[src/rtl/comp.sv]
// rtl/comp.sv - OLED drive compensation: VDATA = VDD - VTH - sqrt(2*IOLED/K), optional COMP_SAT_EN clamps negative results to zero
module comp (
    input  logic        clk,
    input  logic        reset,
    input  logic [8:0]  IOLED,
    input  logic [3:0]  K,
    input  logic [15:0] VDD,
    input  logic [15:0] VTH,
    output logic [15:0] VDATA
);

    logic [25:0]        quotient;
    logic [3:0]         divisor;
    logic [12:0]        root;
    logic [15:0]        rem;
    logic [15:0]        trial;
    logic signed [17:0] diff;
    logic [15:0]        vdata_next;

    // The divisor is forced to 1 when K is zero; that result is discarded below.
    assign divisor  = (K == 4'd0) ? 4'd1 : K;
    assign quotient = {IOLED, 17'd0} / {22'd0, divisor};

    // Digit-by-digit integer square root: two radicand bits per step, 13 steps.
    always_comb begin
        rem   = 16'd0;
        root  = 13'd0;
        trial = 16'd0;
        for (int i = 12; i >= 0; i--) begin
            rem   = {rem[13:0], quotient[2*i +: 2]};
            trial = {1'b0, root, 2'b01};
            if (rem >= trial) begin
                rem  = rem - trial;
                root = {root[11:0], 1'b1};
            end else begin
                root = {root[11:0], 1'b0};
            end
        end
    end

    // Full-precision signed difference; 18 bits cover every input combination.
    assign diff = $signed({2'b00, VDD}) - $signed({2'b00, VTH}) - $signed({5'b00000, root});

    // Map the signed difference onto the 16-bit output range.
    always_comb begin
        vdata_next = diff[15:0];
        if (K == 4'd0) begin
            vdata_next = 16'h0000;
        end else if (!diff[17] && diff[16]) begin
            vdata_next = 16'hFFFF;
`ifdef COMP_SAT_EN
        end else if (diff[17]) begin
            vdata_next = 16'h0000;
`else
        end else if (diff[17]) begin
            vdata_next = diff[15:0];
`endif
        end
    end

    // Output register with synchronous active-low clear.
    always_ff @(posedge clk) begin
        if (!reset) begin
            VDATA <= 16'h0000;
        end else begin
            VDATA <= vdata_next;
        end
    end

endmodule

[config.mk]
export PLATFORM = sky130hd
export DESIGN_NAME = comp
export DESIGN_NICKNAME = d
export VERILOG_FILES = /design/src/rtl/comp.sv
export SDC_FILE = /design/constraint.sdc
export NUM_CORES = 1
export LEC_CHECK = 0
export CORE_ASPECT_RATIO = 0.8
export CORE_MARGIN = 5
export CORE_UTILIZATION = 70
export DETAILED_ROUTE_END_ITERATION = 10
export PLACE_DENSITY = 0.89
export SLEW_MARGIN = 15
export SYNTH_ARGS = -nofsm -noshare
export SYNTH_HDL_FRONTEND = slang
export SYNTH_SLANG_ARGS = --single-unit
[constraint.sdc]
create_clock -name clk -period 105.1 [get_ports clk]
set_input_delay 15.765 -clock clk [delete_from_list [all_inputs] [get_ports clk]]
set_output_delay 15.765 -clock clk [all_outputs]
set_load 0.02 [all_outputs]
---- Yosys cells after proc, flatten, opt, wreduce, memory -nomap -nowiden ----
Cells that the tools add are included.
word-level totals
  flip-flop bits (word level) ............. 16
  bits of input ports ..................... 47
operators by class
  add/subtract/negate cells ............... 14
  divide/modulo/power cells ............... 1
  magnitude comparators ................... 13
  muxes and demuxes ....................... 27
  bitwise logic cells ..................... 1
  reductions and logical operators ........ 4
operators with widths
  cell                                                            count
  14-bit two-way mux                                              12
  26-bit by 4-bit divider with 26-bit output                      1
  17-bit by 14-bit subtractor with 18-bit output                  1
  16-bit by 16-bit subtractor with 17-bit output                  1
  16-bit by 10-bit greater-or-equal comparator with 1-bit output  1
  16-bit by 11-bit greater-or-equal comparator with 1-bit output  1
  16-bit by 12-bit greater-or-equal comparator with 1-bit output  1
  16-bit by 13-bit greater-or-equal comparator with 1-bit output  1
  16-bit by 14-bit greater-or-equal comparator with 1-bit output  1
  16-bit by 3-bit greater-or-equal comparator with 1-bit output   1
  16-bit by 4-bit greater-or-equal comparator with 1-bit output   1
  16-bit by 5-bit greater-or-equal comparator with 1-bit output   1
  16-bit by 6-bit greater-or-equal comparator with 1-bit output   1
  16-bit by 7-bit greater-or-equal comparator with 1-bit output   1
  16-bit by 8-bit greater-or-equal comparator with 1-bit output   1
  16-bit by 9-bit greater-or-equal comparator with 1-bit output   1
  16-bit two-way mux                                              1
  14-bit by 10-bit subtractor with 14-bit output                  1
  14-bit by 11-bit subtractor with 14-bit output                  1
  14-bit by 12-bit subtractor with 14-bit output                  1
  14-bit by 13-bit subtractor with 14-bit output                  1
  14-bit by 3-bit subtractor with 14-bit output                   1
  14-bit by 4-bit subtractor with 14-bit output                   1
  14-bit by 5-bit subtractor with 14-bit output                   1
  13 further kinds                                                25

---- Logic depth before layout (Yosys ltp) ----
  depth after elaboration ................. 33
  depth in mapped cells ................... 305
  depth with buffers taken out ............ 280

---- Worst setup path after synthesis ----
OpenSTA, ideal clock, no wires.
  kind .................................... input to register
  start ................................... in K[1]
  end ..................................... reg VDATA[0]
  setup time .............................. 0.071 ns
  data arrival time ....................... 70.085 ns
  slack ................................... 34.945 ns
  stages .................................. 294
  cell sequence ........................... nor3_1 or2_2 inv_1 clkbuf_1 buf_1 clkbuf_1 clkbuf_1 clkbuf_1 ha_1 or3_1 nand4b_1 nand2_1 ha_1 nor2_1 a211oi_4 inv_1 nand2_1 nand2_1 [258 not listed] inv_1 fa_1 a21o_1 a21o_1 a21o_1 a21oi_1 o21bai_1 a21oi_1 o21bai_1 a21oi_1 o21bai_1 a21oi_1 nor2b_1 nor3_1 and2_1 and3_1 inv_1 a21oi_1
between the ends
  cells in the longest elaborated chain, start to end .. 33
RTL lines
  element                                                                                                                                  RTL line  text
  from (decl)                                                                                                                              6         input logic [3:0] K,
  4-bit zero test                                                                                                                          21, 47
  4-bit two-way mux                                                                                                                        21        assign divisor = (K == 4'd0) ? 4'd1 : K;
  26-bit by 4-bit divider with 26-bit output                                                                                               22        assign quotient = {IOLED, 17'd0} / {22'd0, divisor};
  2-bit by 1-bit subtractor with 3-bit output / 2-bit by 1-bit greater-or-equal comparator with 1-bit output (equally long branches)       33, 32
  14-bit two-way mux / 1-bit two-way mux (equally long branches)                                                                           32        if (rem >= trial) begin
  14-bit by 3-bit subtractor with 14-bit output / 16-bit by 3-bit greater-or-equal comparator with 1-bit output (equally long branches)    33, 32
  14-bit two-way mux / 1-bit two-way mux (equally long branches)                                                                           32
  14-bit by 4-bit subtractor with 14-bit output / 16-bit by 4-bit greater-or-equal comparator with 1-bit output (equally long branches)    33, 32
  [17 not listed]                                                                                                                          n/a
  14-bit by 13-bit subtractor with 14-bit output / 16-bit by 13-bit greater-or-equal comparator with 1-bit output (equally long branches)  33, 32
  14-bit two-way mux / 1-bit two-way mux (equally long branches)                                                                           32
  16-bit by 14-bit greater-or-equal comparator with 1-bit output                                                                           32
  1-bit two-way mux                                                                                                                        32
  17-bit by 14-bit subtractor with 18-bit output                                                                                           42        assign diff = $signed({2'b00, VDD}) - $signed({2'b00, VTH}) - $signed({5'b00000, root});
  1-bit zero test                                                                                                                          49        end else if (!diff[17] && diff[16]) begin
  1-bit logical AND                                                                                                                        49
  16-bit two-way mux                                                                                                                       49
  to (signal assigned)                                                                                                                     66        VDATA <= vdata_next;
  to (decl)                                                                                                                                9         output logic [15:0] VDATA
Several ways; a longest one is shown, not always the timed one.
A chain may end at the register's enable or synchronous reset.

---- Final worst setup path ----
Ends and elaborated chain as after synthesis.

==> results.cfg <==
[routing]
vias_per_cell = 7.41
via_count = 25469
dr.pass1.iters = 9
drcViolationCount = 0
wl_mm = 71.9
antenna_nets_post_route = 0
first_iter_violations = 3957
wl_per_cell_um = 20.9

[layout]
mostFrequentLayoutCells = 285 x nor2_1, 273 x a21oi_1, 228 x nand2_1
antenna_cells = 0
synthToLayoutAreaGrowth_pct = 4.27
nets = 3289
reg_top3 = VDATA x16
ff_latch_area_um2 = 320
multi_input_area_um2 = 19800
max_flop_register = VDATA
fraction_of_layout_instances_using_a_drive_strength_above_1_pct = 7.23
mostFrequentLayoutCell = nor2_1
max_reg_flops = 16
fillers = 2320

[yosys]
synth_top_cells_by_area = ha_1 12%, xnor2_1 7.0%, a21oi_1 6.5%
synth_area_leader_cell = ha_1
synth_cells = 3043
synthesis.area_per_instance_um2 = 6.92
synth.distinct_cells = 135
syn-cell-area_um2 = 21100
synth_sequential_area_ratio_pct = 1.52
synth-seq-cells = 16
synth_warn = 0
ys.flop_type = dfxtp_1
synth_edf_count = 0
async_flop_share_pct = 0
post-synth-top-area-fraction_pct = 12.4

[clocking]
post-cts-setup-buffer-count = 0
cts_inserted_buffers = 3
number_of_buffers_inserted_for_hold_repair_after_clock_tree_synthesis = 0
cts-htree-levels = 1
clk_path_buf_depth = 2
tritoncts_num_sinks = 16
clock_pin_slew_worst_setup_and_hold_paths_ns = 0.05
post_cts_resize_count = 0
tritoncts_clock_tree = yes
cts_root_buf = clkbuf_16

[placed_design]
dpl_worst_slack_ns = 24.37
gp_congestion = 1.02
dp.final_hpwl_mm = 56.9
portBuffers = 62

[critical_path]
crit_path_top_delay_cell = a21oi_1
worst-endpoint-arrival_ns = 83.00
critical_path.startpoint_type = input port
worst-path-max-fanout = 24
critical_path_required_ns = 105.28
worst_setup_end_kind = flip-flop
worst-setup-path-type = in2reg
max_stage_delay_ns = 0.78

[timing]
setup-violations-final = 0
post_route_fraction_of_the_period_consumed_by_the_critical_path_pct = 78.8
grt_setup_unrepaired = false
layout_min_cycle_time_ns = 82.82
timing.max_slew.rel_slack_pct = 25.7
hold_viol = 0
max_slew.worst_pin.slew_ns = 1.10
maxSlewViolCount = 0
final_critical_path_setup_slack_ns = 22.28
sum_neg_setup_slack_ns = 0
fmax_mhz = 12.1

[global_route]
maximum_number_of_pins_on_one_net_before_global_route_repair = 55
first_global_vias = 23769
grt_overflow = 0
antenna_found_initial = 2
grt_first_pass_wirelength_mm = 117
grt.total_usage_pct = 40.2

[floorplanning]
die_y_um = 165
fp.coreArea_um2 = 29500
placement_rows = 56
die_area_um2 = 33700
initial_core_util_pct = 71.4
die_width_um = 204
io-pin-count = 63

[run_status]
run_status = completed

[hold_path]
min_path_type = in2reg

[flow_run]
maxCapViolations = 0
-- final timing paths --
path | slack [ns] | endpoint | from | cells after the start
worst max-delay path | 22.28 | VDATA[0] | K[1] | 273
worst min-delay path | 16.34 | VDATA[13] | reset | 3
-- final cells by class --
cell class | count | area share [%]
Inverter | 138 | 2.39
Tap cell | 406 | 2.31
Clock buffer | 4 | 0.405
Multi-Input combinational cell | 2794 | 90.1
Sequential cell | 16 | 1.46
Timing Repair Buffer | 77 | 3.34
-- logic make-up (layout without fill, tap and decap cells) --
group | count (synthesis) | after routing | synth area share, %
simple gates | 1135 | 1135 | 28.5
compound gates | 1090 | 1090 | 36.8
xor+xnor | 255 | 255 | 10.8
buf+inv | 234 | 219 | 4.73
fa+ha+maj | 212 | 212 | 12.7
mux | 99 | 99 | 4.97
flops | 16 | 16 | 1.52
other cells | 2 | 3 | 0.0357
-- synthesized netlist by cell type (all sizes together) (61+ instances only) --
cell type,count
nor2,287
a21o,115
nand3,108
xnor2,171
nand2,231
nor3,92
o21ai,178
ha,209
inv,135
mux2i,61
a21oi,282
xor2,83
-- through the flow --
step	hold WS, ns	instances	area (um2)	util (%)
after CTS	16.34	3435	22000	74.4
after global routing	16.38	3435	22000	74.4
after global placement	16.56	3431	21900	74.1
after detailed placement	16.57	3431	21900	74.1
final	16.34	3435	22000	74.4
after floorplan	16.01	3044	21100	-
-- worst max-delay path: cells and delay by family --
family | cells | cell delay (ns)
adder cells (fa/ha/maj) | 29 | 8.49
AND/OR/NAND/NOR | 94 | 21.88
multiplexers | 5 | 1.87
XOR/XNOR | 1 | 0.18
buffers and inverters | 31 | 7.01
AO/OA/AOI/OAI | 113 | 27.68
-- per-layer routing --
layer  global-route usage (%)  routed length (um)  up-vias
met5                        0                  13        -
met4                     13.5                2530        2
met3                     5.90                8500      306
met2                     65.1               31100     1840
met1                     55.0               29700    11702
li1                         -                   -    11619
Power is left out: the tool's default activity adds up to more than one toggle a clock period on the data nets, which glitch-free logic cannot reach.
